## src/rtl/mips_dmem_bridge.sv

```systemverilog
// Bridges the processor's single-cycle load/store port to a valid/ready data memory, with sized, extended accesses and a watchdog.
// Latency: a zero-wait store takes 2 stalled cycles then DONE; a zero-wait load takes 3 stalled cycles then DONE.
// Backpressure: m_* stay stable in REQ until m_ready; stall holds the processor until DONE; the watchdog aborts after MAX_WAIT cycles.
module mips_dmem_bridge #(
    parameter int ADDR_W     = 32,
    parameter bit BIG_ENDIAN = 1'b1,
    parameter int MAX_WAIT   = 255
) (
    input  logic              clock,
    input  logic              reset,
    input  logic              mem_rd,
    input  logic              mem_wrt,
    input  logic [ADDR_W-1:0] addr,
    input  logic [1:0]        size,
    input  logic              sign_ext,
    input  logic [31:0]       din,
    output logic [31:0]       dout,
    output logic              stall,
    output logic              misalign,
    output logic              timeout,
    output logic              m_req,
    output logic              m_we,
    output logic [3:0]        m_be,
    output logic [ADDR_W-1:0] m_addr,
    output logic [31:0]       m_wdata,
    input  logic              m_ready,
    input  logic              m_rvalid,
    input  logic [31:0]       m_rdata
);
    typedef enum logic [1:0] {IDLE, REQ, WAIT_R, DONE} state_t;

    localparam logic [15:0] WAIT_LAST = 16'(MAX_WAIT - 1);
    localparam logic [1:0]  SZ_BYTE   = 2'b00;
    localparam logic [1:0]  SZ_HALF   = 2'b01;

    state_t      state, state_nxt;
    logic [15:0] wait_cnt;
    logic        req_any, aligned, start, wd_expire, leave_req;
    logic [3:0]  be_calc;
    logic [4:0]  shift_calc, shift_q;
    logic [31:0] wdata_calc, rd_lane, rd_ext;
    logic [1:0]  size_q;
    logic        sext_q, we_q;

    assign req_any = mem_rd | mem_wrt;

    // Reserved size 2'b11 falls into the word arm everywhere.
    always_comb begin
        case (size)
            SZ_BYTE: aligned = 1'b1;
            SZ_HALF: aligned = ~addr[0];
            default: aligned = (addr[1:0] == 2'b00);
        endcase
    end

    // shift_calc is the right-shift that brings the addressed lane down to bit 0 on a read.
    always_comb begin
        be_calc    = 4'b1111;
        shift_calc = 5'd0;
        wdata_calc = din;
        case (size)
            SZ_BYTE: begin
                wdata_calc = {4{din[7:0]}};
                if (BIG_ENDIAN) begin
                    be_calc    = 4'b1000 >> addr[1:0];
                    shift_calc = 5'd24 - {addr[1:0], 3'b000};
                end else begin
                    be_calc    = 4'b0001 << addr[1:0];
                    shift_calc = {addr[1:0], 3'b000};
                end
            end
            SZ_HALF: begin
                wdata_calc = {2{din[15:0]}};
                if (BIG_ENDIAN) begin
                    be_calc    = addr[1] ? 4'b0011 : 4'b1100;
                    shift_calc = addr[1] ? 5'd0 : 5'd16;
                end else begin
                    be_calc    = addr[1] ? 4'b1100 : 4'b0011;
                    shift_calc = addr[1] ? 5'd16 : 5'd0;
                end
            end
            default: ;
        endcase
    end

    assign start = (state == IDLE) & req_any & aligned;

    // A handshake completing in the last allowed cycle wins over the watchdog.
    assign wd_expire = (wait_cnt == WAIT_LAST) &
                       (((state == REQ) & ~m_ready) | ((state == WAIT_R) & ~m_rvalid));
    assign leave_req = (state == REQ) & (m_ready | wd_expire);

    always_ff @(posedge clock or negedge reset) begin
        if (!reset) state <= IDLE;
        else        state <= state_nxt;
    end

    always_comb begin
        state_nxt = state;
        case (state)
            IDLE:    if (start) state_nxt = REQ;
            REQ:     if (m_ready) state_nxt = we_q ? DONE : WAIT_R;
                     else if (wd_expire) state_nxt = DONE;
            WAIT_R:  if (m_rvalid || wd_expire) state_nxt = DONE;
            DONE:    state_nxt = IDLE;
            default: state_nxt = IDLE;
        endcase
    end

    // DONE releases the processor even though its request is still asserted.
    always_comb begin
        stall    = req_any & aligned & (state != DONE);
        misalign = (state == IDLE) & req_any & ~aligned;
        timeout  = wd_expire;
    end

    always_ff @(posedge clock or negedge reset) begin
        if (!reset) begin
            wait_cnt <= '0;
            m_req    <= 1'b0;
            m_we     <= 1'b0;
            m_be     <= 4'b0000;
            m_addr   <= '0;
            m_wdata  <= '0;
            size_q   <= 2'b00;
            shift_q  <= 5'd0;
            sext_q   <= 1'b0;
            we_q     <= 1'b0;
        end else if (start) begin
            wait_cnt <= '0;
            m_req    <= 1'b1;
            m_we     <= mem_wrt;
            m_be     <= be_calc;
            m_addr   <= {addr[ADDR_W-1:2], 2'b00};
            m_wdata  <= wdata_calc;
            size_q   <= size;
            shift_q  <= shift_calc;
            sext_q   <= sign_ext;
            we_q     <= mem_wrt;
        end else begin
            if (state == REQ || state == WAIT_R) wait_cnt <= wait_cnt + 16'd1;
            if (leave_req) begin
                m_req <= 1'b0;
                m_we  <= 1'b0;
                m_be  <= 4'b0000;
            end
        end
    end

    always_comb begin
        rd_lane = m_rdata >> shift_q;
        case (size_q)
            SZ_BYTE: rd_ext = {{24{sext_q & rd_lane[7]}}, rd_lane[7:0]};
            SZ_HALF: rd_ext = {{16{sext_q & rd_lane[15]}}, rd_lane[15:0]};
            default: rd_ext = rd_lane;
        endcase
    end

    always_ff @(posedge clock or negedge reset) begin
        if (!reset)                          dout <= '0;
        else if (wd_expire)                  dout <= '0;
        else if (state == WAIT_R && m_rvalid) dout <= rd_ext;
    end
endmodule

```

## config.mk

```make
export PLATFORM = sky130hd
export DESIGN_NAME = mips_dmem_bridge
export DESIGN_NICKNAME = d
export VERILOG_FILES = /design/src/rtl/mips_dmem_bridge.sv
export SDC_FILE = /design/constraint.sdc
export NUM_CORES = 1
export LEC_CHECK = 0
export CORE_MARGIN = 8
export CORE_UTILIZATION = 40
export DETAILED_ROUTE_END_ITERATION = 16
export PLACE_DENSITY = 0.81
export SLEW_MARGIN = 5
export SYNTH_ARGS = -nofsm -noshare
export SYNTH_HDL_FRONTEND = slang
export SYNTH_SLANG_ARGS = --single-unit
export TNS_END_PERCENT = 100
```

## constraint.sdc

```tcl
create_clock -name clock -period 2.77 [get_ports clock]
set_clock_uncertainty 0.2 [all_clocks]
set_input_delay 0.4155 -clock clock [delete_from_list [all_inputs] [get_ports clock]]
set_output_delay 0.4155 -clock clock [all_outputs]
set_load 0.02 [all_outputs]
```

# Yosys cells after proc, flatten, opt, wreduce, memory -nomap -nowiden
# Cells that the tools add are included.
# Widths: inputs -> output; s select.
[totals]
reg_bits = 127
latchBits = 0
ramBits = 0
mem_bits_ro = 0
output_inout_bits = 105
elab_cells = 77
memories = 0
[op_classes]
add_sub_neg = 2
mul = 0
div = 0
magnitude_cmp = 0
eq_ne = 10
shifts = 2
n_mux = 22
bitwise = 18
reduce_logical = 11
[ops]
columns = ["op", "count"]
rows = [
  ["$pmux 32 s2", 2],
  ["$mux 32", 2],
  ["$mux 16", 2],
  ["$shr 32x5->32", 1],
  ["$add 16x1->16 const B", 1],
  ["$eq 16x8->1 const B", 1],
  ["$mux 4", 3],
  ["$and 1x1->1", 11],
  ["$pmux 5 s2", 1],
  ["$logic_not 2->1", 4],
  ["$mux 2", 4],
  ["$pmux 2 s4", 1],
  ["$pmux 4 s2", 1],
  ["$eq 2x1->1 const B", 3],
  ["$reduce_bool 2->1", 3],
  ["$mux 5", 1],
  ["$sub 5x5->5 const A", 1],
  ["$eq 2x2->1 const B", 2],
  ["$mux 1", 4],
  ["$ne 2x2->1 const B", 2],
  ["$not 1->1", 4],
  ["$shr 4x2->4 const A", 1],
  ["$ne 3x3->1 const B", 1],
  ["$or 1x1->1", 3],
  ["5 further kinds", 6],
]

# Logic depth before layout (Yosys ltp)
# Gate-level depths: netlist of run 1.
[logic_depth]
ltp_word = 8
ltp_mapped = 7

# Worst setup path after synthesis of run 1
# OpenSTA, ideal clock, no wires.
[synth_path]
path_kind = "register to output"
startpoint = "reg wait_cnt[12]"
endpoint = "out timeout"
arrival_time_ns = 1.859
required_ns = 2.155
path_slack_ns = 0.295
stages_incl_launch_ff = 5
n_path_buf = 1
cell_sequence = "dfrtp_1 > or4_4 > or4_4 > buf_6 > nor2_1"
[synth_between]
elab_chain_len = 2
[synth_rtl]
columns = ["element", "line", "text"]
rows = [
  ["from (decl)", "37", "logic [15:0] wait_cnt;"],
  ["from (signal assigned)", "141", "if (state == REQ || state == WAIT_R) wait_cnt <= wait_cnt + 16'd1;"],
  ["$eq 16x8->1", "89", "assign wd_expire = (wait_cnt == WAIT_LAST) &"],
  ["$and 1x1->1", "89", ""],
  ["to (decl)", "20", "output logic timeout,"],
]
# No other way between the ends.

# Final worst setup path of run 1
# Ends and elaborated chain as after synthesis.

==> results.yml, run 1 <==
run_status:
  status: "finished, final reports clean"
floorplanning:
  dieWidth_um: 138.7
  die-area_um2: 19240
  ios: 210
  num_rows: 45
  core_um2: 14980
  die_height_um: 138.7
  start_util: 0.4022
grt:
  grt_max_degree: 70
  grt_pass1_vias: 5762
  grt_use_met1: 0.2501
  use_met2: 0.3066
  grt_busiest_layer: "met2"
  grt_usage: 0.1990
  met3_usage: 0.07883
  antenna_found_initial: 0
  grt_pass1_wl_mm: 30.91
  grt_overflow: 0
hold_path:
  hp-start: "m_addr[25]"
  min_to: "m_addr[25]"
  hold_path_class: "flop to flop"
  hold_depth: 2
power_and_ir_drop:
  p_int_uw: 6230
  leakagePower_uw: 0.004130
  p_sw_uw: 3961
  pwr-share-clk: 0.219
  pwr-share-comb: 0.480
  peakVddDrop_v: 0.0007823
  pwr-share-seq: 0.301
  switching_share: 0.3887
  power_density_nw_per_um2: 1119
worst_setup_path:
  crit_arrival_ns: 2.08
  r2r_end: "m_be[2]"
  reg2reg_depth: 5
  worst_setup_path_end_kind: "output port"
  critPathLaunchType: "flop"
  crit_fanout: 2
  crit-reg2reg-launch: "wait_cnt[12]"
  reg2reg_slack_ns: 0.31
  worstSetupPathType: "flop to output port"
  required_ns: 2.15
sta:
  relSlewSlack: 0.6224
  setup_viol: 0
  period_share: 0.9747
  period_minus_slack_ns: 2.700
  slew_viol_final: 0
  tns_ns: 0
  finalHoldViolations: 0
  rsz0062_at_grt: "no"
  worstMarginPinSlew_ns: 0.5653
  fmax_mhz: 370.4
synth:
  synth_top_area_frac: 0.5152
  yosysUniqueCellTypes: 53
  syn_avg_cell_area_um2: 9.668
  synth_edf_count: 0
  ys_warn_count: 0
  syn_area_um2: 6023
  synth_area_leaders: "dfrtp_1 52%, nand2_1 11%, mux2i_1 6.8%"
  synthFlopType: "dfrtp_1"
  synth_top_area_cell: "dfrtp_1"
  synthArstFlopShare: 1.000
  ys_seq_area_frac: 0.5152
  netlist_instances: 623
  ys_ff_latch: 124
drt:
  drt-vias-per-instance: 5.307
  wl_mm: 19.03
  routedWlPerCell_um: 18.21
  drtAntennaViolNets: 0
  num_vias: 5546
  dr.pass1.iters: 5
  drc: 0
  drtIter0Drc: 421
final_layout:
  area_growth_pct: 51.25
  antenna_cells: 0
  final_common_cell: "clkdlybuf4s50_1"
  final_cell_mix: "203 x clkdlybuf4s50_1, 172 x nand2_1, 124 x dfrtp_1"
  final_layout_size_suffix_gt1_frac: 0.1039
  fin_area_um2: 9110
  nNetsFinal: 955
cts:
  root_buffer: "clkbuf_16"
  htreeDepth: 4
  clk_pin_slew_ns: 0.06
  tritoncts: "done"
  clk_latency_ns: 0.40
  post_cts_buffers: 0
  cts_buffers: 17
  cts_buffer_depth: 2
  cts_sinks: 124
placement:
  gp_congestion: 0.8284
  dpl_cell_area_um2: 8477
  dp_hpwl_mm: 14.15
  port_buffers: 207
run:
  maxCapViolCount: 0
-- cell usage after synthesis (3+ instances only) --
cell	number
a211o_1	7
a21o_1	8
a21oi_1	25
a32o_1	24
buf_1	5
buf_2	4
buf_6	4
clkbuf_1	30
dfrtp_1	124
ha_1	6
inv_1	8
mux2i_1	41
nand2_1	172
nand2b_1	3
nand4_1	6
nor2_1	27
nor2b_1	10
nor3_1	5
o21ai_0	39
o22ai_1	3
o2bb2ai_1	15
o32ai_1	4
or3_1	7
or4_4	3
xnor2_1	5
xor2_1	6
-- per-stage QoR --
step | hold WS [ns] | setup WS [ns] | cells | utilization | total power (µW)
floorplan | -0.08009 | 0.2954 | 624 | - | 5747
global placement | 0.1659 | -0.01774 | 1012 | 0.5660 | 7896
detailed placement | 0.1656 | -0.03392 | 1012 | 0.5660 | 7997
CTS | 0.2762 | 0.008056 | 1045 | 0.6069 | 10280
global route | 0.2926 | 0.0001343 | 1045 | 0.6083 | 10840
finish | 0.2723 | 0.07014 | 1045 | 0.6083 | 10190
-- metal layers --
metal / vias to the layer above / part of all wire
li1: 2622 / -
met1: 2660 / 0.43
met2: 241 / 0.45
met3: 23 / 0.096
met4: 0 / 0.020
met5: - / 0
-- how the worst max path moves through the flow --
stage / startpoint / cells past startpoint / end / slack, ns
2_1_floorplan: wait_cnt[12] / 4 / timeout / 0.30
3_3_place_gp: wait_cnt[12] / 4 / timeout / -0.02
3_5_place_dp: size[1] / 6 / stall / -0.03
4_1_cts: state[0] / 5 / misalign / 0.008
5_1_grt: wait_cnt[12] / 4 / timeout / 0.0001
6_report: wait_cnt[12] / 4 / timeout / 0.07
-- logic make-up after synthesis --
kind of cell | Yosys count | synth area share
other cells | 1 | 0.0006226
flops | 124 | 0.5152
fa+ha+maj | 6 | 0.01246
compound gates | 139 | 0.1633
buf+inv | 53 | 0.04009
xor+xnor | 11 | 0.01599
mux | 45 | 0.07810
simple gates | 244 | 0.1743
-- worst max-delay path: stages (launching register included) --
cell and delay (ns):
dfrtp_1 0.38, or4_4 0.54, or4_4 0.50, nor2_2 0.13
buf_6 0.14
-- power groups by stage --
stage / clock network, µW / logic [µW] / registers (µW)
after floorplan: 0 / 1940 / 3810
after global placement: 0 / 4840 / 3050
after detailed placement: 0 / 4920 / 3080
after CTS: 2280 / 4940 / 3070
after global routing: 2370 / 5300 / 3170
final: 2240 / 4890 / 3070
-- sequential cells by signal, indices dropped and copies added, names as in the netlist --
register  count
dout         32
m_wdata      32
m_addr       30
wait_cnt     16
m_be          4
shift_q       2
size_q        2
state         2
m_req         1
m_we          1
sext_q        1
we_q          1
-- repair_timing --
item	4_1_cts	5_1_grt
endpoints found under the setup margin	2	3
hold buffers	1	0
endpoints found under the hold margin	25	0
gates resized for setup	6	6
-- layout make-up --
class,count,area (µm²)
Fill cell,1301,5867
Timing Repair Buffer,246,2421
Tap cell,188,235.2
Sequential cell,124,3103
Inverter,8,30.03
Clock buffer,20,466.7
Clock inverter,12,136.4
Multi-Input combinational cell,447,2718
Power figures use the tool's default switching activity.
==> inputs of run 2 (changes only) <==
SLEW_MARGIN = 20   (was 5)
==> results of run 2 <==
Same layout as run 1: the final DEF is identical, and so are final timing and power.
==> inputs of run 3 (changes only) <==
--- a/config.mk
+++ b/config.mk
@@ -6,8 +6,9 @@
 export NUM_CORES = 1
 export LEC_CHECK = 0
+export CAP_MARGIN = 20
 export CORE_MARGIN = 8
-export CORE_UTILIZATION = 40
+export CORE_UTILIZATION = 46
 export DETAILED_ROUTE_END_ITERATION = 16
-export PLACE_DENSITY = 0.81
+export PLACE_DENSITY = 0.9
 export SLEW_MARGIN = 20
 export SYNTH_ARGS = -nofsm -noshare
==> constraint.sdc (replaced) <==
create_clock -name clock -period 2.77 [get_ports clock]
set_clock_uncertainty 0.2 [all_clocks]
set_input_delay 0.277 -clock clock [delete_from_list [all_inputs] [get_ports clock]]
set_output_delay 0.277 -clock clock [all_outputs]
set_load 0.02 [all_outputs]
==> run 3 against run 2 <==
Utilization rose by 8.0 points. Final cell count down 2.6%. Register-to-register slack better by 0.03 ns. Die area down 12%. First-iteration DRC count up 9.5%.
==> results.yml, run 3 (synthesis gave the netlist of run 1 again) <==
grt:
  grt_overflow: 0
  grt_usage: 0.2315
  grt_pass1_vias: 5898
  antenna_found_initial: 0
  grt_pass1_wl_mm: 30.35
  grt_max_degree: 83
sta:
  fmax_mhz: 376.7
  period_minus_slack_ns: 2.654
  finalHoldViolations: 0
  setup_viol: 0
  worstMarginPinSlew_ns: 0.5996
  tns_ns: 0
  period_share: 0.9582
  slew_viol_final: 0
  rsz0062_at_grt: "no"
  fin_ws_ns: 0.1157
  relSlewSlack: 0.5995
worst_setup_path:
  worstSetupPathType: "flop to output port"
  crit-reg2reg-launch: "wait_cnt[13]"
  crit_arrival_ns: 2.18
  startpoint: "wait_cnt[13]"
  required_ns: 2.29
  reg2reg_depth: 5
  critPathLaunchType: "flop"
  crit_path_end: "timeout"
  r2r_end: "state[1]"
  worst_setup_path_end_kind: "output port"
  crit_fanout: 2
  reg2reg_slack_ns: 0.34
power_and_ir_drop:
  peakVddDrop_v: 0.0006055
  p_sw_uw: 3908
  power_density_nw_per_um2: 1146
  switching_share: 0.3801
  pwr-share-clk: 0.227
  leakagePower_uw: 0.004036
  pwr-share-seq: 0.298
  p_int_uw: 6374
  pwr-share-comb: 0.475
drt:
  wl_met2_mm: 9.275
  dr.pass1.iters: 5
  drc: 0
  drtIter0Drc: 461
  drt-vias-per-instance: 5.516
  routedWlPerCell_um: 18.98
  wl_met3_mm: 2.330
  num_vias: 5615
  drtAntennaViolNets: 0
  wl_met1_mm: 7.252
  top_layer: "met4"
  wl_mm: 19.32
placement:
  dp_hpwl_mm: 14.16
  gp_congestion: 0.8418
  pre_cts_slack_ns: 0.1057
  port_buffers: 207
cts:
  post_cts_buffers: 0
  clk_pin_slew_ns: 0.05
  root_buffer: "clkbuf_16"
  cts_buffers: 17
  clk_latency_ns: 0.41
  tritoncts: "done"
  htreeDepth: 4
  cts_buffer_depth: 2
  cts_sinks: 124
final_layout:
  area_growth_pct: 49.00
  final_common_cell: "clkdlybuf4s50_1"
  reg.largest.list: "dout (32), m_wdata (32), m_addr (30)"
  final_layout_size_suffix_gt1_frac: 0.07838
  final_cell_mix: "205 x clkdlybuf4s50_1, 172 x nand2_1, 124 x dfrtp_1"
  nNetsFinal: 940
  antenna_cells: 0
run:
  maxCapViolCount: 0
floorplanning:
  start_util: 0.4622
  ios: 210
  num_rows: 42
  dieWidth_um: 130.4
  die-area_um2: 17010
  die_height_um: 130.4
  core_um2: 13030
hold_path:
  hold_path_class: "input pin to flop"
run_status:
  status: "finished, final reports clean"
## run 3: cell count changes in the layout (fill, tap and decap cells not counted), moves of 3 or more
cell,before,now
buf_4,35,20
clkbuf_1,0,5
clkinvlp_4,3,0
inv_6,3,0
## run 3: metal layers
layer,track usage,vias up
li1,-,2595
met1,0.2560,2719
met2,0.3867,268
met3,0.09821,33
met4,0.09588,0
met5,0,-
## run 3: stage by stage
stage	area (µm²)	hold slack, ns	util	power (µW)	cells
2_1_floorplan	6027	-0.2186	-	5747	624
3_3_place_gp	8349	0.1040	0.6406	7819	985
4_1_cts	8981	0.1704	0.6891	10350	1018
5_1_grt	8975	0.1936	0.6887	10870	1018
3_5_place_dp	8349	0.1096	0.6406	7976	985
6_report	8975	0.1917	0.6887	10280	1018
## run 3: area by class of cell
| cell class | instances | area [µm²] |
|---|---|---|
| Timing Repair Buffer | 231 | 2297 |
| Fill cell | 1001 | 4058 |
| Multi-Input combinational cell | 447 | 2704 |
| Tap cell | 176 | 220.2 |
| Inverter | 8 | 30.03 |
| Sequential cell | 124 | 3103 |
| Clock inverter | 7 | 135.1 |
| Clock buffer | 25 | 485.5 |
## run 3: power groups by stage
stage / combinational [µW] / clock [µW] / sequential [µW]
3_3_place_gp: 4770 / 0 / 3050
4_1_cts: 4920 / 2370 / 3060
5_1_grt: 5270 / 2440 / 3160
2_1_floorplan: 1940 / 0 / 3810
3_5_place_dp: 4890 / 0 / 3080
6_report: 4880 / 2340 / 3060
## run 3: how the worst min path moves through the flow
stage	from	cells after the start	end	slack, ns
2_1_floorplan	reset	0	dout[0]	-0.22
3_3_place_gp	reset	1	dout[20]	0.10
3_5_place_dp	reset	1	dout[20]	0.11
5_1_grt	addr[28]	3	m_addr[28]	0.19
6_report	addr[25]	3	m_addr[25]	0.19
4_1_cts	addr[15]	3	m_addr[15]	0.17
## run 3: timing repair
item,4_1_cts,5_1_grt
gates resized for setup,3,2
hold endpoints to repair,37,0
endpoints found under the setup margin,1,1
hold buffers,1,0
## run 3: worst max-delay path: stages, from the launching register on
cell and delay [ns]:
dfrtp_1 0.39, or4_4 0.53, or4_4 0.50, nor2_1 0.14, buf_2 0.20
